===== config.mk =====
export PLATFORM = sky130hd
export DESIGN_NAME = riscv_dmem_ctrl
export DESIGN_NICKNAME = d
export VERILOG_FILES = /design/src/rtl/riscv_dmem_ctrl.sv
export SDC_FILE = /design/constraint.sdc
export NUM_CORES = 1
export LEC_CHECK = 0
export ABC_CLOCK_PERIOD_IN_PS = 2700
export BUFFER_PORTS_ARGS = -buffer_cell sky130_fd_sc_hd__buf_2
export CAP_MARGIN = 20
export CORE_AREA = 2 2 160 162
export DETAILED_ROUTE_END_ITERATION = 10
export DIE_AREA = 0 0 162 164
export PLACE_DENSITY = 0.65
export SLEW_MARGIN = 40
export SYNTH_ARGS = -nofsm -noshare
export SYNTH_HDL_FRONTEND = slang
export SYNTH_SLANG_ARGS = --single-unit

===== constraint.sdc =====
create_clock -name clk_i -period 2.7 [get_ports clk_i]
set_clock_uncertainty 0.2 [all_clocks]
set_input_delay 0.27 -clock clk_i [delete_from_list [all_inputs] [get_ports clk_i]]
set_output_delay 0.27 -clock clk_i [all_outputs]
set_load 0.01 [all_outputs]

===== src/rtl/riscv_dmem_ctrl.sv =====
// Data-memory sequencer between MEM/WB and a req/gnt/rvalid bus.
// Checks alignment and page faults up front, and times out on a missing response.
module riscv_dmem_ctrl #(
  parameter int XLEN    = 64,
  parameter int TIMEOUT = 255
) (
  input  logic              clk_i,
  input  logic              rst_i,
  input  logic              mem_req_i,
  input  logic              mem_we_i,
  input  logic [XLEN-1:0]   mem_adr_i,
  input  logic [2:0]        mem_size_i,
  input  logic [XLEN-1:0]   mem_d_i,
  input  logic              mem_flush_i,
  input  logic              pf_i,
  output logic              dmem_ack_o,
  output logic              dmem_err_o,
  output logic              dmem_misaligned_o,
  output logic              dmem_page_fault_o,
  output logic [XLEN-1:0]   dmem_q_o,
  output logic              bus_req_o,
  output logic              bus_we_o,
  output logic [XLEN-1:0]   bus_adr_o,
  output logic [XLEN/8-1:0] bus_be_o,
  output logic [XLEN-1:0]   bus_d_o,
  input  logic              bus_gnt_i,
  input  logic              bus_rvalid_i,
  input  logic              bus_err_i,
  input  logic [XLEN-1:0]   bus_q_i
);

  localparam int BE_W  = XLEN / 8;
  localparam int OFF_W = (XLEN == 64) ? 3 : 2;
  localparam int CNT_W = (TIMEOUT < 1) ? 1 : $clog2(TIMEOUT + 1);

  typedef enum logic [2:0] {IDLE, REQ, WAIT, RESP, DRAIN} state_t;

  function automatic logic [BE_W-1:0] lane_mask(input logic [2:0] size,
                                                 input logic [OFF_W-1:0] off);
    logic [BE_W-1:0] m;
    case (size[1:0])
      2'd0:    m = BE_W'(8'h01);
      2'd1:    m = BE_W'(8'h03);
      2'd2:    m = BE_W'(8'h0F);
      default: m = BE_W'(8'hFF);
    endcase
    return m << off;
  endfunction

  // Size 7 is not a valid func3 width, and doubleword needs a 64-bit bus.
  function automatic logic is_misaligned(input logic [2:0] size,
                                         input logic [OFF_W-1:0] off);
    logic [OFF_W-1:0] low;
    case (size[1:0])
      2'd0:    low = '0;
      2'd1:    low = OFF_W'(1);
      2'd2:    low = OFF_W'(3);
      default: low = OFF_W'(7);
    endcase
    return (size == 3'd7) || ((size[1:0] == 2'd3) && (XLEN == 32)) ||
           ((off & low) != '0);
  endfunction

  state_t            state, state_nxt;
  logic [CNT_W-1:0]  cnt, cnt_nxt, cnt_inc;
  logic              timeout_hit;
  logic [OFF_W-1:0]  off;
  logic              req_nxt, we_nxt;
  logic [XLEN-1:0]   adr_nxt, d_nxt, q_nxt;
  logic [BE_W-1:0]   be_nxt;
  logic              ack_nxt, err_nxt, mis_nxt, pf_nxt;

  assign off         = mem_adr_i[OFF_W-1:0];
  assign cnt_inc     = cnt + CNT_W'(1);
  assign timeout_hit = (TIMEOUT != 0) && (cnt_inc == CNT_W'(TIMEOUT));

  always_comb begin
    state_nxt = state;
    cnt_nxt   = cnt;
    req_nxt   = bus_req_o;
    we_nxt    = bus_we_o;
    adr_nxt   = bus_adr_o;
    be_nxt    = bus_be_o;
    d_nxt     = bus_d_o;
    q_nxt     = dmem_q_o;
    ack_nxt   = 1'b0;
    err_nxt   = 1'b0;
    mis_nxt   = 1'b0;
    pf_nxt    = 1'b0;
    case (state)
      IDLE: begin
        if (mem_req_i && !mem_flush_i) begin
          if (is_misaligned(mem_size_i, off)) begin
            state_nxt = RESP;
            mis_nxt   = 1'b1;
          end else if (pf_i) begin
            state_nxt = RESP;
            pf_nxt    = 1'b1;
          end else begin
            state_nxt = REQ;
            req_nxt   = 1'b1;
            we_nxt    = mem_we_i;
            adr_nxt   = {mem_adr_i[XLEN-1:OFF_W], {OFF_W{1'b0}}};
            be_nxt    = lane_mask(mem_size_i, off);
            d_nxt     = mem_d_i << {off, 3'b000};
          end
        end
      end
      REQ: begin
        // Once granted the bus owes a response, so a coincident flush must drain it.
        if (bus_gnt_i) begin
          req_nxt   = 1'b0;
          cnt_nxt   = '0;
          state_nxt = mem_flush_i ? DRAIN : WAIT;
        end else if (mem_flush_i) begin
          req_nxt   = 1'b0;
          state_nxt = IDLE;
        end
      end
      WAIT: begin
        cnt_nxt = cnt_inc;
        if (mem_flush_i) begin
          state_nxt = (bus_rvalid_i || bus_err_i || timeout_hit) ? IDLE : DRAIN;
        end else if (bus_err_i) begin
          state_nxt = RESP;
          err_nxt   = 1'b1;
        end else if (bus_rvalid_i) begin
          state_nxt = RESP;
          ack_nxt   = 1'b1;
          q_nxt     = bus_q_i;
        end else if (timeout_hit) begin
          state_nxt = RESP;
          err_nxt   = 1'b1;
        end
      end
      DRAIN: begin
        cnt_nxt = cnt_inc;
        if (bus_rvalid_i || bus_err_i || timeout_hit) state_nxt = IDLE;
      end
      RESP:    state_nxt = IDLE;
      default: state_nxt = IDLE;
    endcase
  end

  always_ff @(posedge clk_i) begin
    if (rst_i) begin
      state             <= IDLE;
      cnt               <= '0;
      bus_req_o         <= 1'b0;
      bus_we_o          <= 1'b0;
      bus_adr_o         <= '0;
      bus_be_o          <= '0;
      bus_d_o           <= '0;
      dmem_q_o          <= '0;
      dmem_ack_o        <= 1'b0;
      dmem_err_o        <= 1'b0;
      dmem_misaligned_o <= 1'b0;
      dmem_page_fault_o <= 1'b0;
    end else begin
      state             <= state_nxt;
      cnt               <= cnt_nxt;
      bus_req_o         <= req_nxt;
      bus_we_o          <= we_nxt;
      bus_adr_o         <= adr_nxt;
      bus_be_o          <= be_nxt;
      bus_d_o           <= d_nxt;
      dmem_q_o          <= q_nxt;
      dmem_ack_o        <= ack_nxt;
      dmem_err_o        <= err_nxt;
      dmem_misaligned_o <= mis_nxt;
      dmem_page_fault_o <= pf_nxt;
    end
  end

endmodule

# [Word level (Yosys, flattened, before mapping)]
# Index checks and enable logic that the tools add are counted.
[word_totals] mem_bits_ro=0 wordCells=92 input_bits=204 output_inout_bits=206 memories=0 ram_bits=0 regBits=214 latchBits=0
[op_classes] bitwise=8 eq_ne=14 multipliers=0 n_reduce_logical=20 n_div=0 mux=35 shift=2 add_sub_neg=1 n_lt_le_gt_ge=0
[op_table] operator="left shift 64 x 6 -> 64 bit" count=1
[op_table] operator="two-way mux 8 bit" count=5
[op_table] operator="two-way mux 3 bit" count=12
[op_table] operator="one-hot mux 8 bit (3 select lines)" count=1
[op_table] operator="one-hot mux 8 bit (2 select lines)" count=1
[op_table] operator="one-hot mux 3 bit (4 select lines)" count=1
[op_table] operator="AND reduction 4 bit" count=3
[op_table] operator="two-way mux 1 bit" count=11
[op_table] operator="inequality test 2 bit, second input constant" count=5
[op_table] operator="one-hot mux 3 bit (3 select lines)" count=1
[op_table] operator="adder 8 x 1 -> 8 bit, second input constant" count=1
[op_table] operator="== test 8 bit, second input constant" count=1
[op_table] operator="OR reduction 4 bit" count=2
[op_table] operator="left shift 8 x 3 -> 8 bit" count=1
[op_table] operator="inverter 1 bit" count=7
[op_table] operator="== test 3 bit, second input constant" count=2
[op_table] operator="OR reduction 3 bit" count=2
[op_table] operator="inequality test 5 bit, second input constant" count=1
[op_table] operator="AND reduction 5 bit" count=1
[op_table] operator="two-way mux 2 bit" count=2
[op_table] operator="nonzero test 2 bit" count=2
[op_table] operator="AND 3 bit" count=1
[op_table] operator="== test 3 x 1 -> 1 bit, second input constant" count=1
[op_table] operator="== test 3 x 2 -> 1 bit, second input constant" count=1
[op_table] operator="other kinds (12)" count=14

# [Logic depth before layout (Yosys ltp)]
# Gate-level depths: netlist of run 1.
[depth] word_depth=11 ltp_mapped=9 ltp_nobuf=7

# [Least setup slack after synthesis of run 1]
# Ideal clock, no wire load.
[synth_timing] path_kind="reg2reg" from="register state[2]" to="register bus_d_o[37]" setup_ps=132 setup_slack_ps=390 path_buffers=5 synth_period_minus_slack_ps=2310 t_required_ps=2368 arrival_ps=1978 path_stages_with_launch=10 cell_sequence="dfxtp_1 buf_4 or2_1 clkbuf_1 or4_4 buf_6 clkbuf_1 buf_2 a211oi_1 nor3_1"
[synth_between] elab_chain_len=2
[synth_lines] element="from (decl)" line="64" rtl="state_t state, state_nxt;"
[synth_lines] element="from (signal assigned)" line="160" rtl="state <= state_nxt;"
[synth_lines] element="logical NOT 3 bit" line="90" rtl="case (state)"
[synth_lines] element="AND reduction 4 bit (no source line)"
[synth_lines] element="to (signal assigned)" line="166" rtl="bus_d_o <= d_nxt;"
[synth_lines] element="to (decl)" line="25" rtl="output logic [XLEN-1:0] bus_d_o,"
# No other way between the ends.
# A chain may end at the register's enable or synchronous reset.

# [Final worst setup path of run 1]
[layout_timing] from="register cnt[0]" to="register state[0]"
[layout_between] elab_chain_len=5 word_cells_on_any_way=6 cone_classes="add/sub (1); eq/ne (3); reduce/logical (2)"
[layout_lines] element="from (decl)" line="65" rtl="logic [CNT_W-1:0] cnt, cnt_nxt, cnt_inc;"
[layout_lines] element="from (signal assigned)" line="161" rtl="cnt <= cnt_nxt;"
[layout_lines] element="adder 8 x 1 -> 8 bit *" line="74" rtl="assign cnt_inc = cnt + CNT_W'(1);"
[layout_lines] element="== test 8 bit *" line="75" rtl="assign timeout_hit = (TIMEOUT != 0) && (cnt_inc == CNT_W'(TIMEOUT));"
[layout_lines] element="logical OR 1 bit" line="138" rtl="if (bus_rvalid_i || bus_err_i || timeout_hit) state_nxt = IDLE;"
[layout_lines] element="inequality test 2 bit (no source line)"
[layout_lines] element="AND reduction 4 bit (no source line) *"
# Mark *: on every way between the ends. The rest lies on a longest branch, timed or not.

==> results of run 1 <==
-- critical path, cell delays in order, from the launching register on --
cell,delay (ns)
dfxtp_1,0.46
ha_1,0.33
nor2b_1,0.17
nand4_1,0.11
o211a_1,0.16
or2_2,0.30
a31oi_1,0.11
dlygate4sd3_1,0.55
-- area by class of cell --
cell class	count	share of cell area (%)
Timing Repair Buffer	584	27.3
Multi-Input combinational cell	823	32.8
Inverter	5	0.135
Clock buffer	30	4.70
Tap cell	330	2.97
Sequential cell	214	30.8
Clock inverter	11	1.23
-- layout by cell type (no fill, tap or decap), types with 4 or more instances in the layout --
master,count
or2_2,5
a211oi_1,48
bufinv_16,4
dfxtp_1,214
nand2_1,300
dlygate4sd3_1,150
or3_1,5
o2bb2ai_1,8
clkbuf_16,24
o21ai_0,15
and2_1,10
mux4_2,9
mux2i_1,31
mux2_2,17
a21oi_1,176
a22o_1,17
nor2_1,69
buf_4,24
buf_12,4
nor2b_1,12
nand3_1,14
a32oi_1,6
buf_2,405
o211ai_1,11
nand2b_1,5
clkinv_2,4
nor3_1,17
-- layer usage --
layer,vias to the layer above,routed length (um),track usage (%)
met5,-,13,0
met4,2,1300,9.73
met2,473,16700,42.2
li1,4942,-,-
met3,89,2900,6.34
met1,4759,13700,29.5
-- power breakdown --
part | total [mW] | switching (mW) | internal [mW]
clock | 3.43 | 1.34 | 2.09
combinational | 1.01 | 0.527 | 0.478
sequential | 3.25 | 0.0354 | 3.22
total | 7.69 | 1.90 | 5.79
-- cell usage after synthesis, types with 3 or more instances --
master       n
and2_1      10
nand2_1    300
mux2_2      17
or3_1        5
nor3_1      18
a211oi_1    48
a32oi_1      6
mux2i_1     31
nor2_1      71
nand2b_1     5
o21ai_0     15
buf_4        4
mux4_2       9
nand3b_1     3
and3_1       3
a22o_1      17
inv_1        3
a21oi_1    176
or2_2        5
clkbuf_1    73
dfxtp_1    214
buf_2        8
o211ai_1    11
nand3_1     14
nor2b_1     12
buf_1        9
o2bb2ai_1    8
a31oi_1      3
-- cells by family after synthesis --
kind of cell / Yosys count
adder cells (fa/ha/maj): 2
AND/OR/NAND/NOR: 460
other: 1
XOR/XNOR: 1
flip-flops: 214
multiplexers: 57
buffers and inverters: 101
AO/OA/AOI/OAI: 300
-- flip-flops by register name, indices dropped and copies added, names as in the netlist --
register and count:
bus_adr_o 61, dmem_ack_o 1, cnt 8, dmem_page_fault_o 1, bus_be_o 8, dmem_misaligned_o 1, bus_we_o 1, dmem_q_o 64
dmem_err_o 1, bus_req_o 1, state 3, bus_d_o 64
-- what timing repair did --
item                       CTS  global route
hold buffers               150             0
setup endpoints to repair    0             0
hold endpoints to repair   155             0
-- worst min path at each step --
stage | start | end | slack [ns]
floorplan | bus_err_i | dmem_err_o$_SDFF_PP0_ | 0.19
global placement | bus_adr_o[27]$_SDFFE_PP0P_ | bus_adr_o[27]$_SDFFE_PP0P_ | 0.24
detailed placement | dmem_q_o[43]$_SDFFE_PP0P_ | dmem_q_o[43]$_SDFFE_PP0P_ | 0.24
CTS | rst_i | cnt[0]$_SDFFE_PP0P_ | 0.006
global route | rst_i | cnt[0]$_SDFFE_PP0P_ | 0.03
finish | mem_size_i[0] | bus_be_o[1]$_SDFFE_PP0P_ | 0.03
-- metrics by stage --
| step | area (um^2) | worst slack (ns) | util, % |
|---|---|---|---|
| 2_1_floorplan | 9240 | 0.390 | - |
| 3_3_place_gp | 11600 | 0.260 | 46.6 |
| 3_5_place_dp | 11600 | 0.210 | 46.6 |
| 4_1_cts | 13900 | 0.255 | 56.0 |
| 5_1_grt | 13900 | 0.0957 | 56.0 |
| 6_report | 13900 | 0.250 | 56.0 |
==> results.txt, run 1 <==
Wirelength per Cell = 17.4 um
CP Class = flop to flop
FMAX = 408 MHz
Starting Density = 37.2%
Worst setup SP type = flop
I/O pin count = 410
post-synthesis adder-cell area fraction = 0.271%
Static Leak = 6.02 nW
layout cell share with drive strength beyond 1 = 30.8%
hold path depth = 3
post-route minimum period = 2.45 ns
DRC = 0
n_diodes = 0
worst setup path start = cnt[0]$_SDFFE_PP0P_
final worst path period share = 90.7%
Antenna Violating Nets Remaining = 0
antenna violations before repair = 1
Net count, final = 1858
FF-to-FF path depth = 7
Vias = 10.3k
status = finished, final reports clean
initial DRC count = 977
FF-to-FF setup slack = 0.25 ns
H-tree levels = 1
Req. time, crit path = 2.96 ns
post-synthesis cell type count = 56
Post-synth EDFFs = 0
Non-Filler Instances = 1997
Total Power = 7.69 mW
most common flop cell mapped by yosys = dfxtp_1
Slew Limit Fails = 0
Hold WS = 0.0321 ns
crit path DAT = 2.71 ns
area delta synth->final = 50.6%
row cnt = 58
number of global-route vias before repair = 9898
pin count of the biggest net entering global routing = 78
post-route setup TNS = 0 ns
Num CTS Buffers = 24
WL final = 34700 um
Multi-input gate area = 4560 um^2
die area = 26600 um^2
area leader, netlist = dfxtp_1
reg-to-reg endpoint = state[0]$_SDFFE_PP0P_
Reg clk slew, reported paths = 0.06 ns
mux share of post-synthesis cell area = 7.63%
CTS tree = built
Seq/Total Area, Yosys = 46.4%
routability cong. = 0.891
post-CTS setup buffers = 0
crit path to = state[0]$_SDFFE_PP0P_
Core ar. = 24800 um^2
Synth Area in Simple Gates = 21.3%
Slew @ Worst Pin = 0.741 ns
CP max FO = 8
largest family of logic cells by synthesized area = simple AND/OR/NAND/NOR gates
Syn Inst Count = 1136
overall routing resource usage = 24.6%
Post-Syn Area = 9230 um^2
clk buf depth = 3
die width = 162 um
synth warn = 0
Yosys reg bits = 214
max-cap check violation count = 0
mean number of vias per cell = 5.14
FF+latch area = 4280 um^2
clock sink count = 214
post-cts gate resize count = 0
global-route wire length before repair = 52700 um
Compound-Gate Fraction of Synth Area = 19.8%
syn_area_per_cell = 8.13 um^2
dpl cells = 1806
ranking of synthesized cells by area = dfxtp_1, nand2_1, a21oi_1, a211oi_1, mux2i_1
xor and xnor fraction of the mapped netlist area = 0.0949%
RR Startpoint = cnt[0]$_SDFFE_PP0P_
Final Hold Fails = 0
GRT overflow = 0
Synth top area share = 46.4%
Fill cells = 2257
worst vdd ir = 0.000363 V
Root Driver = clkbuf_16
dpl hpwl = 23000 um
Slew HR = 50.5%
Port Buffers = 406
die height = 164 um
Pre-antenna DRT Iters = 5
Hold Path Class = primary input to flop
pwr dens = 553 nW/um^2
RSZ-0062 raised after global routing = no
Worst Setup End Kind = flop
Setup Viol. Count Final = 0
asr flop ratio synth = 0%
Clk Latency, worst-skew pair = 0.52 ns
Note: power is estimated with default switching activity, not from simulation.
==> run 2, diff against run 1 <==
Settings changed: ABC_AREA from default to 1, PLACE_DENSITY 0.65 to 0.66.
==> run 2 against run 1 <==
Non-clock buffer count down 2. Final cell count rose by 9.0%. Sequential power is 6% higher. Fmax grew 8.8%. Area after synthesis increased by 0.16%. Combinational power rose by 46%. Critical path type unchanged.
==> results.txt, run 2 <==
die area = 26600 um^2 (unchanged)
max-cap check violation count = 0 (unchanged)
most common cell after layout, fill and taps aside = buf_2 (unchanged)
dpl hpwl = 23800 um (was 23000 um)
CP Class = flop to flop (unchanged)
top-count cell post-synth = nor2_1 (was nand2_1)
Req. time, crit path = 2.97 ns (was 2.96 ns)
post-cts gate resize count = 0 (unchanged)
Core ar. = 24800 um^2 (unchanged)
routability cong. = 0.940 (was 0.891)
clock sink count = 214 (unchanged)
worst vdd ir = 0.000413 V (was 0.000363 V)
post-synthesis cell type count = 34 (was 56)
Final Hold Fails = 0 (unchanged)
Fill cells = 2242 (was 2257)
post-route setup TNS = 0 ns (unchanged)
die width = 162 um (unchanged)
area leader, netlist = dfxtp_1 (unchanged)
number of global-route vias before repair = 10.1k (was 9898)
Hold Path Class = primary input to flop (unchanged)
Clk pwr share = 40.6% (was 44.6%)
WL final = 35800 um (was 34700 um)
Setup Viol. Count Final = 0 (unchanged)
ranking of synthesized cells by area = dfxtp_1, nor2_1, o21ai_0, nand2_1, nand3_1 (was dfxtp_1, nand2_1, a21oi_1, a211oi_1, mux2i_1)
post-route minimum period = 2.25 ns (was 2.45 ns)
synth warn = 0 (unchanged)
area delta synth->final = 49.9% (was 50.6%)
pwr dens = 596 nW/um^2 (was 553 nW/um^2)
commonest cells in the netlist = nor2_1, dfxtp_1, nand2_1, o21ai_0, nand3_1 (was nand2_1, dfxtp_1, a21oi_1)
Pre-antenna DRT Iters = 5 (unchanged)
Sw Pwr = 2.37 mW (was 1.90 mW)
Synth Area in Simple Gates = 28.1% (was 21.3%)
Slew @ Worst Pin = 0.675 ns (was 0.741 ns)
FMAX = 444 MHz (was 408 MHz)
Compound-Gate Fraction of Synth Area = 17.1% (was 19.8%)
largest family of logic cells by synthesized area = simple AND/OR/NAND/NOR gates (unchanged)
final worst path period share = 83.4% (was 90.7%)
Syn Inst Count = 1311 (was 1136)
status = finished, final reports clean (unchanged)
Non-Filler Instances = 2177 (was 1997)
crit path DAT = 2.52 ns (was 2.71 ns)
row cnt = 58 (unchanged)
Post-Syn Area = 9250 um^2 (was 9230 um^2)
Antenna Violating Nets Remaining = 0 (unchanged)
most frequent cells in the layout = buf_2, nor2_1, dfxtp_1 (was buf_2, nand2_1, dfxtp_1)
min-delay src = mem_d_i[52] (was mem_size_i[0])
global-route wire length before repair = 53900 um (was 52700 um)
Slew HR = 55.0% (was 50.5%)
dpl cells = 1970 (was 1806)
Yosys reg bits = 214 (unchanged)
Sw Ratio = 28.7% (was 24.8%)
Net count, final = 2032 (was 1858)
pin count of the biggest net entering global routing = 110 (was 78)
overall routing resource usage = 25.2% (was 24.6%)
die height = 164 um (unchanged)
Starting Density = 37.3% (was 37.2%)
syn_area_per_cell = 7.05 um^2 (was 8.13 um^2)
Post-CTS Hold Fix Bufs = 159 (was 150)
asr flop ratio synth = 0% (unchanged)
RR Startpoint = cnt[0]$_SDFFE_PP0P_ (unchanged)
Worst Setup End Kind = flop (unchanged)
Worst setup SP type = flop (unchanged)
DRC = 0 (unchanged)
mean number of vias per cell = 5.03 (was 5.14)
clk buf depth = 3 (unchanged)
Largest regs = bus_d_o (64), dmem_q_o (64), bus_adr_o (61) (unchanged)
Root Driver = clkbuf_16 (unchanged)
Post-synth EDFFs = 0 (unchanged)
Wirelength per Cell = 16.4 um (was 17.4 um)
worst setup path start = cnt[0]$_SDFFE_PP0P_ (unchanged)
Reg clk slew, reported paths = 0.07 ns (was 0.06 ns)
Slew Limit Fails = 0 (unchanged)
GRT overflow = 0 (unchanged)
xor and xnor fraction of the mapped netlist area = 0% (was 0.0949%)
initial DRC count = 1101 (was 977)
Seq/Total Area, Yosys = 46.3% (was 46.4%)
post-synthesis adder-cell area fraction = 0.271% (about the same)
RSZ-0062 raised after global routing = no (unchanged)
Port Buffers = 406 (unchanged)
I/O pin count = 410 (unchanged)
mux share of post-synthesis cell area = 1.41% (was 7.63%)
post-CTS setup buffers = 0 (unchanged)
CTS tree = built (unchanged)
Synth top area share = 46.3% (was 46.4%)
most common flop cell mapped by yosys = dfxtp_1 (unchanged)
Num CTS Buffers = 25 (was 24)
sequential power share = 41.6% (was 42.3%)
Clk Latency, worst-skew pair = 0.53 ns (was 0.52 ns)
antenna violations before repair = 1 (unchanged)
H-tree levels = 1 (unchanged)
cell-internal power = 5.89 mW (was 5.79 mW)
Vias = 11.0k (was 10.3k)
Static Leak = 6.89 nW (was 6.02 nW)
CP max FO = 5 (was 8)
Gate power share = 17.8% (was 13.1%)
layout cell share with drive strength beyond 1 = 26.9% (was 30.8%)
-- run 2: layout make-up --
cell class / instances / area (um^2) / area share, %
multi-input combinational: 957 / 4350 / 31.4
sequential: 214 / 4280 / 30.9
timing repair buffer: 582 / 3800 / 27.4
clock buffer: 32 / 702 / 5.07
tap: 330 / 413 / 2.98
inverter: 46 / 178 / 1.28
clock inverter: 14 / 119 / 0.858
antenna: 2 / 5.00 / 0.0361
-- run 2: critical path, stage by stage (launching register included) --
cell           delay [ns]
dfxtp_1              0.40
ha_1                 0.25
nand3_1              0.13
o21bai_1             0.19
nand2_1              0.07
nor2_1               0.13
nand2_1              0.13
a21oi_1              0.15
dlygate4sd3_1        0.55
-- run 2: per-layer routing --
metal  vias up  track usage, %  part of all wire (%)
met4         0            11.6                   4.9
met3       109            4.77                   8.2
met5         -               0                     0
met2       575            41.7                    46
li1       5325               -                     -
met1      4942            31.8                    41
-- run 2: stage by stage --
stage | setup slack (ns) | hold slack (ns) | instance area [um^2] | power (mW) | util (%)
5_1_grt | 0.256 | 0.0422 | 13900 | 8.61 | 55.8
6_report | 0.447 | 0.00574 | 13900 | 8.26 | 55.8
3_5_place_dp | 0.519 | 0.253 | 11400 | 4.75 | 46.1
4_1_cts | 0.451 | 0.00232 | 13900 | 8.29 | 55.8
2_1_floorplan | 0.918 | 0.205 | 9250 | 4.22 | -
3_3_place_gp | 0.449 | 0.248 | 11400 | 4.74 | 46.1
-- run 2: power groups by stage --
stage / logic [mW] / clock network (mW) / registers, mW
after detailed placement: 1.25 / 0 / 3.49
after floorplan: 0.660 / 0 / 3.56
after global routing: 1.61 / 3.55 / 3.45
final: 1.47 / 3.35 / 3.43
after CTS: 1.44 / 3.42 / 3.43
after global placement: 1.25 / 0 / 3.49
-- run 2: path summary, 6_finish.rpt --
check / end / slack (ns) / cells after the start
worst max-delay path: dmem_err_o$_SDFF_PP0_ / 0.45 / 8
worst min-delay path: bus_d_o[52]$_SDFFE_PP0P_ / 0.006 / 5
worst min register to register: bus_be_o[4]$_SDFFE_PP0P_ / 0.26 / 2
worst max register to register: dmem_err_o$_SDFF_PP0_ / 0.45 / 8
-- run 2: logic make-up (layout without fill, tap and decap cells) --
| kind of cell | Yosys count | after routing |
|---|---|---|
| simple gates | 637 | 637 |
| compound gates | 302 | 302 |
| flops | 214 | 214 |
| fa+ha+maj | 2 | 2 |
| buf+inv | 142 | 674 |
| mux | 13 | 13 |
| other cells | 1 | 5 |
==> run 3, diff against run 2 <==
Settings changed: ABC_AREA 1 to 0, ABC_CLOCK_PERIOD_IN_PS 2700 to 2250, PLACE_DENSITY 0.66 to 0.65.
Clock period 2.7 ns to 2.25 ns, I/O delays scaled along.
==> run 3 against run 2 <==
Final cell count down 7.2%. Total power up 9.8%. Combinational power down 16%. Critical endpoint is now bus_be_o[7]$_SDFFE_PP0P_. Die area unchanged. Non-clock buffer count up 25. Fmax up 3.6%. Sequential power up 14%. Global-route usage down 1.0 points. Sequential share of layout area down 0.55 points.
==> results.txt, run 3 (same netlist as run 1, synthesis figures left out) <==
dpl hpwl = 23200 um (was 23800 um)
overall routing resource usage = 24.1% (was 25.2%)
crit path DAT = 2.41 ns (was 2.52 ns)
number of global-route vias before repair = 9926 (was 10.1k)
Sw Pwr = 2.25 mW (was 2.37 mW)
Gate power share = 13.6% (was 17.8%)
GRT overflow = 0 (unchanged)
Post-DP Area = 11800 um^2 (was 11400 um^2)
Clk pwr share = 43.3% (was 40.6%)
RR Startpoint = state[2]$_SDFFE_PP0P_ (was cnt[0]$_SDFFE_PP0P_)
clock sink count = 214 (unchanged)
Slew HR = 45.1% (was 55.0%)
Total Power = 9.07 mW (was 8.26 mW)
Pre-antenna DRT Iters = 7 (was 5)
Worst Setup End Kind = flop (unchanged)
Root Driver = clkbuf_16 (unchanged)
clk buf depth = 3 (unchanged)
post-route setup TNS = 0 ns (unchanged)
die width = 162 um (unchanged)
die area = 26600 um^2 (unchanged)
global-route wire length before repair = 52100 um (was 53900 um)
cell-internal power = 6.82 mW (was 5.89 mW)
Antenna Violating Nets Remaining = 0 (unchanged)
Layout Utilization = 56.8% (was 55.8%)
Setup Viol. Count Final = 0 (unchanged)
Clk Latency, worst-skew pair = 0.52 ns (was 0.53 ns)
Fill cells = 2270 (was 2242)
area delta synth->final = 52.8% (was 49.9%)
most frequent cells in the layout = buf_2, nand2_1, dfxtp_1 (was buf_2, nor2_1, dfxtp_1)
Sw Ratio = 24.8% (was 28.7%)
worst setup path start = state[2]$_SDFFE_PP0P_ (was cnt[0]$_SDFFE_PP0P_)
Vias = 10.4k (was 11.0k)
Starting Density = 37.2% (was 37.3%)
DRC = 0 (unchanged)
n_diodes = 0 (was 2)
CP Cell Sequence = or2_1 > or4_4 > buf_4 > or3_1 > a21oi_1 (was ha_1 > nand3_1 > o21bai_1 > nand2_1 > nor2_1 > nand2_1 > a21oi_1 > dlygate4sd3_1)
RSZ-0062 raised after global routing = no (unchanged)
routability cong. = 0.877 (was 0.940)
Req. time, crit path = 2.49 ns (was 2.97 ns)
pwr dens = 643 nW/um^2 (was 596 nW/um^2)
final worst path period share = 96.7% (was 83.4%)
CP peak stage delay = 0.57 ns (was 0.55 ns)
Largest regs = bus_d_o (64), dmem_q_o (64), bus_adr_o (61) (unchanged)
antenna violations before repair = 1 (unchanged)
Final Hold Fails = 0 (unchanged)
post-route minimum period = 2.18 ns (was 2.25 ns)
Slew Limit Fails = 0 (unchanged)
pin count of the biggest net entering global routing = 119 (was 110)
min-delay src = mem_d_i[60] (was mem_d_i[52])
Worst setup SP type = flop (unchanged)
Reg clk slew, reported paths = 0.06 ns (was 0.07 ns)
FF-to-FF setup slack = 0.07 ns (was 0.45 ns)
die height = 164 um (unchanged)
Hold Path Class = primary input to flop (unchanged)
design area = 14100 um^2 (was 13900 um^2)
CP max stage cell = or4_4 (was dlygate4sd3_1)
sequential power share = 43.0% (was 41.6%)
Num CTS Buffers = 24 (was 25)
initial DRC count = 873 (was 1101)
Net count, final = 1881 (was 2032)
Wirelength per Cell = 16.8 um (was 16.4 um)
row cnt = 58 (unchanged)
Top Family by Delay on Critical Path = simple AND/OR/NAND/NOR gates (was buffers and inverters)
WL final = 34000 um (was 35800 um)
H-tree levels = 1 (unchanged)
worst vdd ir = 0.000366 V (was 0.000413 V)
CTS tree = built (unchanged)
Static Leak = 6.14 nW (was 6.89 nW)
Port Buffers = 406 (unchanged)
layout cell share with drive strength beyond 1 = 31.6% (was 26.9%)
max-cap check violation count = 0 (unchanged)
CP Class = flop to flop (unchanged)
crit path to = bus_be_o[7]$_SDFFE_PP0P_ (was dmem_err_o$_SDFF_PP0_)
I/O pin count = 410 (unchanged)
FMAX = 460 MHz (was 444 MHz)
most common cell after layout, fill and taps aside = buf_2 (unchanged)
CP max FO = 7 (was 5)
FF-to-FF path depth = 5 (was 8)
Slew @ Worst Pin = 0.822 ns (was 0.675 ns)
status = finished, final reports clean (unchanged)
CP Depth = 5 (was 8)
reg-to-reg endpoint = bus_be_o[7]$_SDFFE_PP0P_ (was dmem_err_o$_SDFF_PP0_)
Core ar. = 24800 um^2 (unchanged)
worst path bufs/invs = 1 (unchanged)
mean number of vias per cell = 5.12 (was 5.03)
[run 3: cell count changes in the layout (fill, tap and decap cells not counted), sizes merged, moves of 12 or more]
cell	previous run	this run
a211oi	7	48
a21oi	50	176
nor2	320	71
o21ai	213	17
a22o	0	17
a31oi	23	3
nand2	217	300
mux2	0	17
buf	423	455
inv	45	3
mux2i	13	31
nor2b	0	12
nand3	73	14
[run 3: final cells by class]
type	instances	area [um^2]	area share, %
multi-input cells	823	4560	32.3
flip-flops and latches	214	4280	30.4
well taps	330	413	2.93
clock inverters	10	118	0.834
inverters	5	18.8	0.133
clock buffers	32	681	4.83
repair buffers	607	4030	28.6
[run 3: power by group through the flow]
stage / clock network, mW / logic (mW) / registers [mW]
6_report: 3.93 / 1.24 / 3.90
3_3_place_gp: 0 / 1.00 / 3.98
3_5_place_dp: 0 / 1.01 / 3.98
4_1_cts: 4.05 / 1.22 / 3.90
2_1_floorplan: 0 / 0.501 / 4.01
5_1_grt: 4.20 / 1.33 / 3.91
[run 3: worst min-delay path by stage]
stage,endpoint,cells after the start
final,bus_d_o[60]$_SDFFE_PP0P_,4
after detailed placement,bus_adr_o[34]$_SDFFE_PP0P_,2
after CTS,bus_d_o[60]$_SDFFE_PP0P_,4
after global routing,dmem_misaligned_o$_SDFF_PP0_,4
after floorplan,dmem_err_o$_SDFF_PP0_,1
after global placement,bus_d_o[29]$_SDFFE_PP0P_,2
[run 3: worst min-delay path: stages]
cell and delay, ns:
buf_2 0.07, mux2_2 0.13, o211ai_1 0.09, a211oi_1 0.18
[run 3: stage by stage]
step           hold slack [ns]  setup WS (ns)  instances
3_5_place_dp             0.243        -0.0634       1825
6_report                0.0200         0.0744       2021
3_3_place_gp             0.238         -0.232       1825
2_1_floorplan            0.149        0.00378       1138
4_1_cts                0.00726         0.0637       2019
5_1_grt                 0.0374         0.0144       2021
[run 3: repair_timing]
item / CTS / global route
hold endpoints to repair: 175 / 0
resized for setup: 0 / 2
hold buffers: 152 / 0
buffers inserted: 0 / 2
setup endpoints to repair: 0 / 8
[run 3: layer usage]
layer | vias up | track usage (%) | part of all wire (%)
met5 | - | 0 | 0.050
met4 | 2 | 9.61 | 3.8
met3 | 76 | 6.21 | 8.7
met2 | 453 | 43.6 | 50
met1 | 4824 | 27.2 | 38
li1 | 4999 | - | -
